## config.mk

```make
export PLATFORM = sky130hd
export DESIGN_NAME = decode_arbiter
export DESIGN_NICKNAME = d
export VERILOG_FILES = /design/src/rtl/decode_arbiter.sv
export SDC_FILE = /design/constraint.sdc
export NUM_CORES = 1
export LEC_CHECK = 0
export ABC_AREA = 1
export BUFFER_PORTS_ARGS = -buffer_cell sky130_fd_sc_hd__buf_2
export CORE_MARGIN = 1
export CORE_UTILIZATION = 44
export CTS_CLUSTER_SIZE = 20
export DETAILED_ROUTE_END_ITERATION = 8
export PLACE_DENSITY_LB_ADDON = 0.1
export SYNTH_ARGS = -nofsm -noshare
export SYNTH_HDL_FRONTEND = slang
export SYNTH_SLANG_ARGS = --single-unit
```

## constraint.sdc

```tcl
create_clock -name clk -period 2.3 [get_ports clk]
set_input_delay 0.46 -clock clk [delete_from_list [all_inputs] [get_ports clk]]
set_output_delay 0.46 -clock clk [all_outputs]
set_load 0.02 [all_outputs]
```

## src/rtl/decode_arbiter.sv

```systemverilog
// decode_arbiter: round-robin arbiter that shares one pipelined decoder among NUM_REQ requesters
// and routes each decoded word back to its originator. Grant counters exist only with DECODE_ARB_STATS_EN.
module decode_arbiter #(
  parameter int unsigned NUM_REQ     = 4,
  parameter int unsigned ENC_WIDTH   = 21,
  parameter int unsigned DATA_WIDTH  = 16,
  parameter int unsigned DEC_LATENCY = 1,
  localparam int unsigned IDX_W      = (NUM_REQ > 1) ? $clog2(NUM_REQ) : 1
) (
  input  logic                           clk,
  input  logic                           rst,
  input  logic                           enable,
  input  logic [NUM_REQ-1:0]             req_valid,
  input  logic [NUM_REQ*ENC_WIDTH-1:0]   req_data,
  output logic [NUM_REQ-1:0]             req_ready,
  output logic [ENC_WIDTH-1:0]           dec_encoded,
  input  logic [DATA_WIDTH-1:0]          dec_decoded,
  input  logic                           dec_valid,
  output logic [NUM_REQ-1:0]             rsp_valid,
  output logic [DATA_WIDTH-1:0]          rsp_data,
  output logic                           idle,
  output logic                           tag_err
`ifdef DECODE_ARB_STATS_EN
  ,
  input  logic [IDX_W-1:0]               stat_sel,
  output logic [15:0]                    stat_count
`endif
);

  localparam int unsigned        FLUSH_W    = $clog2(DEC_LATENCY + 2);
  localparam logic [IDX_W-1:0]   PTR_RST    = IDX_W'(NUM_REQ - 1);
  localparam logic [FLUSH_W-1:0] FLUSH_LOAD = FLUSH_W'(DEC_LATENCY + 1);

  typedef enum logic [1:0] {
    IDLE  = 2'd0,
    RUN   = 2'd1,
    DRAIN = 2'd2
  } state_t;

  state_t               state;
  state_t               state_next;
  logic [IDX_W-1:0]     ptr;
  logic [IDX_W-1:0]     grant_idx;
  logic [IDX_W-1:0]     cand;
  logic                 grant_found;
  logic                 xfer;
  logic                 pipe_empty;
  logic [DEC_LATENCY:0] tag_v;
  logic [IDX_W-1:0]     tag_idx [DEC_LATENCY+1];
  logic [FLUSH_W-1:0]   flush_cnt;
  logic                 rsp_hit;
  logic                 stray;

  // State register
  always_ff @(posedge clk) begin
    if (rst) begin
      state <= IDLE;
    end else begin
      state <= state_next;
    end
  end

  // Next-state logic
  always_comb begin
    state_next = state;
    case (state)
      IDLE:    if (enable) state_next = RUN;
      RUN:     if (!enable) state_next = DRAIN;
      DRAIN: begin
        if (enable) begin
          state_next = RUN;
        end else if (pipe_empty) begin
          state_next = IDLE;
        end
      end
      default: state_next = IDLE;
    endcase
  end

  always_ff @(posedge clk) begin
    if (rst) begin
      idle <= 1'b1;
    end else begin
      idle <= (state_next == IDLE);
    end
  end

  // Round-robin search starting one past the last granted requester
  always_comb begin
    grant_found = 1'b0;
    grant_idx   = ptr;
    cand        = ptr;
    for (int k = 1; k <= int'(NUM_REQ); k++) begin
      cand = IDX_W'((int'(ptr) + k) % int'(NUM_REQ));
      if (!grant_found && req_valid[cand]) begin
        grant_found = 1'b1;
        grant_idx   = cand;
      end
    end
  end

  assign xfer      = grant_found && enable && (state == RUN) && !rst;
  assign req_ready = xfer ? (NUM_REQ'(1) << grant_idx) : '0;

  always_ff @(posedge clk) begin
    if (rst) begin
      ptr         <= PTR_RST;
      dec_encoded <= '0;
    end else if (xfer) begin
      ptr         <= grant_idx;
      dec_encoded <= req_data[int'(grant_idx) * int'(ENC_WIDTH) +: ENC_WIDTH];
    end
  end

  // Stage 0 pairs with dec_encoded; stage DEC_LATENCY lines up with the decoder output
  always_ff @(posedge clk) begin
    if (rst) begin
      tag_v <= '0;
      for (int k = 0; k <= int'(DEC_LATENCY); k++) begin
        tag_idx[k] <= '0;
      end
    end else begin
      tag_v      <= {tag_v[DEC_LATENCY-1:0], xfer};
      tag_idx[0] <= grant_idx;
      for (int k = 1; k <= int'(DEC_LATENCY); k++) begin
        tag_idx[k] <= tag_idx[k-1];
      end
    end
  end

  assign pipe_empty = ~|tag_v;
  assign rsp_hit    = dec_valid && tag_v[DEC_LATENCY] && !rst;
  assign rsp_valid  = rsp_hit ? (NUM_REQ'(1) << tag_idx[DEC_LATENCY]) : '0;
  assign rsp_data   = rsp_hit ? dec_decoded : '0;
  assign stray      = dec_valid && !tag_v[DEC_LATENCY] && (flush_cnt == '0);

  // Words already inside the decoder at reset still emerge; ignore them for one latency window
  always_ff @(posedge clk) begin
    if (rst) begin
      flush_cnt <= FLUSH_LOAD;
      tag_err   <= 1'b0;
    end else begin
      if (flush_cnt != '0) begin
        flush_cnt <= flush_cnt - FLUSH_W'(1);
      end
      if (stray) begin
        tag_err <= 1'b1;
      end
    end
  end

`ifdef DECODE_ARB_STATS_EN
  logic [15:0] grant_cnt [NUM_REQ];

  // Saturating per-requester grant counters
  always_ff @(posedge clk) begin
    if (rst) begin
      for (int i = 0; i < int'(NUM_REQ); i++) begin
        grant_cnt[i] <= '0;
      end
      stat_count <= '0;
    end else begin
      if (xfer && (grant_cnt[grant_idx] != 16'hFFFF)) begin
        grant_cnt[grant_idx] <= grant_cnt[grant_idx] + 16'd1;
      end
      stat_count <= (int'(stat_sel) < int'(NUM_REQ)) ? grant_cnt[stat_sel] : '0;
    end
  end
`endif

endmodule
```

-- Word-level counts from Yosys, hierarchy flattened
Memory sizes are Yosys's and may differ from the RTL's.
Index checks and enable logic that the tools add are counted.
- bits in registers: 31
- memory bits (writable): 4
- input bits: 108
- output and inout port bits: 47
- logic and storage cells: 74
- memories: 1
- memories (name ; words ; width ; read ports ; clocked after Yosys merged registers in ; wr ports ; RTL line ; text):
    tag_idx ; 2 ; 2 ; 2 ; 0 ; 2 ; 49 ; logic [IDX_W-1:0] tag_idx [DEC_LATENCY+1];
- add/sub/neg operators: 5
- multipliers: 1
- magnitude comparators: 4
- eq/ne operators: 2
- shift operators: 3
- muxes and demuxes: 29
- bitwise gates (word level): 2
- reduce and logical (&&, ||, !) cells: 20
- operators by type and width (kind ; count):
    84-bit by 8-bit indexed part select with 21-bit output ; 1
    2-bit two-way mux ; 10
    16-bit two-way mux ; 1
    2-bit by 3-bit less-than comparator with 1-bit output (second input constant) ; 4
    1-bit two-way mux ; 11
    1-bit logical AND ; 10
    1-bit binary-select mux with 2-bit select ; 4
    4-bit two-way mux ; 2
    1-bit by 2-bit left shift with 4-bit output (first input constant) ; 2
    2-bit by 5-bit multiplier with 7-bit output (second input constant) ; 1
    2-bit logical NOT ; 3
    2-bit case mux with 3 select lines ; 1
    1-bit logical NOT ; 5
    2-bit by 1-bit adder with 2-bit output (second input constant) ; 2
    2-bit adder (second input constant) ; 2
    2-bit by 1-bit equality test with 1-bit output (second input constant) ; 1
    2-bit equality test (second input constant) ; 1
    1-bit bitwise OR ; 2
    2-bit nonzero test ; 1
    2-bit OR reduction ; 1
    2-bit by 1-bit subtractor with 2-bit output (second input constant) ; 1

-- Depth between registers and ports, before layout
- depth after elaboration: 17
- gate-level depth with buffers: 17
- gate-level depth less buffers: 15

-- Worst setup path before layout
Ideal clock, no wire load.
- path type: input to output
- from: in rst
- to: out req_ready[2]
- data arrival time: 1721 ps
- required time: 1840 ps
- slack: 119 ps
- cell stages on the path: 9
- buffers on the path: 2
- cell sequence: buf_2 -> clkinv_1 -> nand2_1 -> nor3_1 -> nand2_2 -> nor2_4 -> buf_6 -> inv_1 -> nor2_1
- word-level cells in the longest chain between the ends: 3
- RTL lines (element ; RTL line ; text):
    start: declaration ; 11 ; input logic rst,
    1-bit logical NOT ; 102 ; assign xfer = grant_found && enable && (state == RUN) && !rst;
    1-bit logical AND ; 102 ;
    4-bit two-way mux ; 103 ; assign req_ready = xfer ? (NUM_REQ'(1) << grant_idx) : '0;
    end: declaration ; 15 ; output logic [NUM_REQ-1:0] req_ready,
Every way passes these cells.

-- Final worst setup path
- from: reg ptr[1]
- to: out req_ready[3]
- word-level cells in the longest chain between the ends: 17
- RTL lines (element ; RTL line ; text):
    start: declaration ; 42 ; logic [IDX_W-1:0] ptr;
    start signal: assignment ; 110 ; ptr <= grant_idx;
    2-bit by 1-bit adder with 2-bit output ; 94 ; cand = IDX_W'((int'(ptr) + k) % int'(NUM_REQ));
    1-bit binary-select mux with 2-bit select ; 95 ; if (!grant_found && req_valid[cand]) begin
    1-bit two-way mux (implied by the code) ; 95 ;
    1-bit two-way mux ; 95 ;
    1-bit logical NOT ; 95 ;
    1-bit logical AND ; 95 ;
    1-bit two-way mux ; 95 ;
    1-bit logical NOT ; 95 ;
    1-bit logical AND ; 95 ;
    1-bit two-way mux ; 95 ;
    1-bit logical NOT ; 95 ;
    1-bit logical AND ; 95 ;
    1-bit two-way mux ; 95 ;
    1-bit logical AND (3 in a row) ; 102 ;
    4-bit two-way mux * ; 103 ;
Mark *: on every way between the ends. The rest lies on a longest branch, timed or not. The select of a mux whose other input is x is not followed.

==> flow_summary_export.csv <==
group,metric,value,unit
status,status,"complete, no violations",
floorplan,ioPinCount,155,
power_and_ir_drop,fin_total_pwr,1860,uW
flow_run,cap_viol_max_count,0,
finish,antenna_cells,0,
synthesis,yosysUniqueCellTypes,25,
finish,post_route_cells_drive_above_1_share,36.2,%
timing,timing_worst_slew_pin_value,0.274,ns
timing,timing.max_slew.rel_slack,81.8,%
timing,slew_viol_final,0,
synthesis,synth_area,2530,um2
grt,number_of_antenna_violations_at_the_first_check_in_global_routing,0,
clocking,clk-insertion-delay-late,0.27,ns
min_path,timing.hold.worst.class,"reg -> reg",
critical_path,reg2reg_from,"ptr[1]$_SDFFE_PP1P_",
timing,post-route-period-util,99.9,%
route,drt-vias-per-instance,4.92,
clocking,tritoncts,"yes",
finish,final_net_count,704,
floorplan,coreArea,5540,um2
grt,first_global_vias,2785,
synthesis,synth_seq_area_share,27.7,%
placed_design,numPortBuffers,154,
critical_path,end_kind,"output port",
power_and_ir_drop,worst_vdd_ir,265,uV
clocking,clock_tree.htree_level_count,2,
floorplan,die_y,77.9,um
route,drt-wirelength-per-cell,11.6,um
synthesis,ys_seq_elements,35,
timing,fmax,435,MHz
floorplan,placement_rows,27,
clocking,cts_root_buffer,"sky130_fd_sc_hd__clkbuf_8",
synthesis,synth.avg_cell_area,5.73,um2
critical_path,path_class,"reg -> out",
critical_path,crit_path_start_kind,"flip-flop",
placed_design,dp_hpwl,5.58,mm
power_and_ir_drop,power_per_cell_area,526,nW/um2
synthesis,synthesis.yosys.warnings,0,
timing,grt_setup_unrepaired,"true",
power_and_ir_drop,power.leakage,0.00223,uW
route,drc,0,
clocking,postCtsHoldBufs,0,
min_path,hold_path.startpoint,"tag_idx[0][0]$_SDFF_PP0_",
floorplan,design.die.area,6060,um2
timing,setup_total_negative_slack,0,ns
route,drt_pass1_iterations,5,
grt,grt_max_degree,25,
route,postRouteWirelength,7.71,mm
route,drt-initial-drc-count,143,
finish,fin_util,63.8,%
critical_path,cp.required,1.84,ns
floorplan,initial_utilization,45.7,%
route,drt.antenna.violating_nets,0,
clocking,clk_pin_slew_worst_paths,0.06,ns
grt,grt_use_total,25.2,%
clocking,cts_num_sinks,35,
critical_path,setup.worst_path.start,"ptr[1]$_SDFFE_PP1P_",
timing,setup_viol,0,
synthesis,post_synth_inst_count,442,
timing,skew,0.00209,ns
timing,period_needed,2.30,ns
critical_path,crit_path_max_fanout,7,
grt,grt_first_pass_wirelength,12.2,mm
grt,globalRoute.totalOverflow,0,
critical_path,critical_path_arrival,1.84,ns
finish,areaGrowthSynthToFinish,39.6,%
synthesis,postSynthNetCount,551,
floorplan,floorplan.die.width,77.9,um
route,via_count,3274,
placed_design,globalplace.congestion,0.825,
timing,hold_violations,0,
clocking,tritoncts_buffers,5,
clocking,cts_max_path_bufs,2,
## path summary, 6_finish.rpt
| check | end | slack, ns | depth (start not counted) |
|---|---|---|---|
| max | req_ready[3] | 0.002 | 11 |
| min | tag_idx[0][2]$_SDFF_PP0_ | 0.40 | 2 |
| max reg2reg | dec_encoded[11]$_SDFFE_PP0P_ | 0.43 | 13 |
| min reg2reg | tag_idx[0][2]$_SDFF_PP0_ | 0.40 | 2 |
## worst max-delay path, cell delays in order (launching register included)
cell and delay, ns:
sky130_fd_sc_hd__dfxtp_4 0.38, sky130_fd_sc_hd__buf_4 0.14, sky130_fd_sc_hd__nand2_2 0.06, sky130_fd_sc_hd__nand2_2 0.07, sky130_fd_sc_hd__a21oi_1 0.23, sky130_fd_sc_hd__o21ai_2 0.10, sky130_fd_sc_hd__nand3_2 0.09, sky130_fd_sc_hd__nand2_4 0.08
sky130_fd_sc_hd__nor2_4 0.12, sky130_fd_sc_hd__inv_2 0.06, sky130_fd_sc_hd__nor2_1 0.10, sky130_fd_sc_hd__buf_4 0.14
## synth_stat cells
library cell	instances	area, um2
sky130_fd_sc_hd__nand2_1	168	631
sky130_fd_sc_hd__nand3_1	91	455
sky130_fd_sc_hd__inv_1	49	184
sky130_fd_sc_hd__dfxtp_1	35	701
sky130_fd_sc_hd__nor2_1	26	97.6
sky130_fd_sc_hd__nand2_2	17	106
sky130_fd_sc_hd__buf_2	12	60.1
sky130_fd_sc_hd__buf_4	8	60.1
sky130_fd_sc_hd__a21oi_1	6	30.0
sky130_fd_sc_hd__nor3_1	5	25.0
sky130_fd_sc_hd__o21ai_0	5	25.0
sky130_fd_sc_hd__buf_6	3	33.8
sky130_fd_sc_hd__clkbuf_1	3	11.3
sky130_fd_sc_hd__nand3_2	2	20.0
sky130_fd_sc_hd__nand4_1	2	12.5
sky130_fd_sc_hd__a211o_1	1	8.76
sky130_fd_sc_hd__a31oi_1	1	6.26
sky130_fd_sc_hd__and3b_1	1	8.76
sky130_fd_sc_hd__clkinv_1	1	3.75
sky130_fd_sc_hd__clkinv_4	1	8.76
sky130_fd_sc_hd__ha_1	1	12.5
sky130_fd_sc_hd__inv_2	1	3.75
sky130_fd_sc_hd__inv_6	1	8.76
sky130_fd_sc_hd__nor2_4	1	11.3
sky130_fd_sc_hd__o21a_1	1	7.51
## power by group
| part | switching [uW] | internal (uW) |
|---|---|---|
| Sequential | 26.0 | 653 |
| Combinational | 487 | 297 |
| Clock | 196 | 202 |
| Total | 708 | 1150 |
## layout by cell type, fill, tap and decap left out, types with 6 or more instances in the layout
| cell | synthesis | routed |
|---|---|---|
| sky130_fd_sc_hd__nand2_1 | 168 | 163 |
| sky130_fd_sc_hd__nor2_1 | 26 | 24 |
| sky130_fd_sc_hd__buf_2 | 12 | 151 |
| sky130_fd_sc_hd__dfxtp_1 | 35 | 33 |
| sky130_fd_sc_hd__nand2_2 | 17 | 17 |
| sky130_fd_sc_hd__a21oi_1 | 6 | 6 |
| sky130_fd_sc_hd__inv_1 | 49 | 48 |
| sky130_fd_sc_hd__nand3_1 | 91 | 87 |
| sky130_fd_sc_hd__nand3_2 | 2 | 6 |
| sky130_fd_sc_hd__buf_4 | 8 | 19 |
## per-layer routing
metal,GRT usage [%],vias up,wire length [um],part of all wire (%)
li1,-,1681,-,-
met1,30.0,1444,3250,42
met2,44.9,139,3870,50
met3,3.65,10,499,6.5
met4,10.2,0,90,1.2
met5,0,-,0,0
## through the flow
stage	worst slack (ns)	cell area (um2)	hold WS (ns)	std cells
after floorplan	0.119	2530	0.388	442
after global placement	0.189	3330	0.388	656
after detailed placement	0.131	3330	0.392	656
after CTS	0.0412	3410	0.401	662
after global routing	-0.0921	3530	0.422	666
final	0.00202	3530	0.400	666
## cell type report
class | instances | area (um2)
Fill cell | 545 | 2010
Multi-Input combinational cell | 328 | 1530
Timing Repair Buffer | 172 | 921
Sequential cell | 35 | 708
Inverter | 53 | 214
Tap cell | 72 | 90.1
Clock buffer | 6 | 72.6
## cell families (layout without fill, tap and decap cells)
| logic type | count (synthesis) | after routing | share of synthesized area [%] |
|---|---|---|---|
| AND/OR/NAND/NOR | 313 | 313 | 54.0 |
| buffers and inverters | 79 | 231 | 14.8 |
| flip-flops | 35 | 35 | 27.7 |
| AO/OA/AOI/OAI | 14 | 14 | 3.06 |
| adder cells (fa/ha/maj) | 1 | 1 | 0.494 |
## sequential cells by signal (all words and copies together), names as in the netlist
name         cells
dec_encoded     21
ptr              2
state            2
flush_cnt        2
tag_idx          4
tag_err          1
tag_v            2
idle             1
## what timing repair did
item / in CTS / in global routing
setup endpoints to repair: 4 / 4
buffers inserted: 0 / 4
resized for setup: 3 / 30
pin swaps: 0 / 12
No activity file was read; power rests on OpenSTA's default activity.
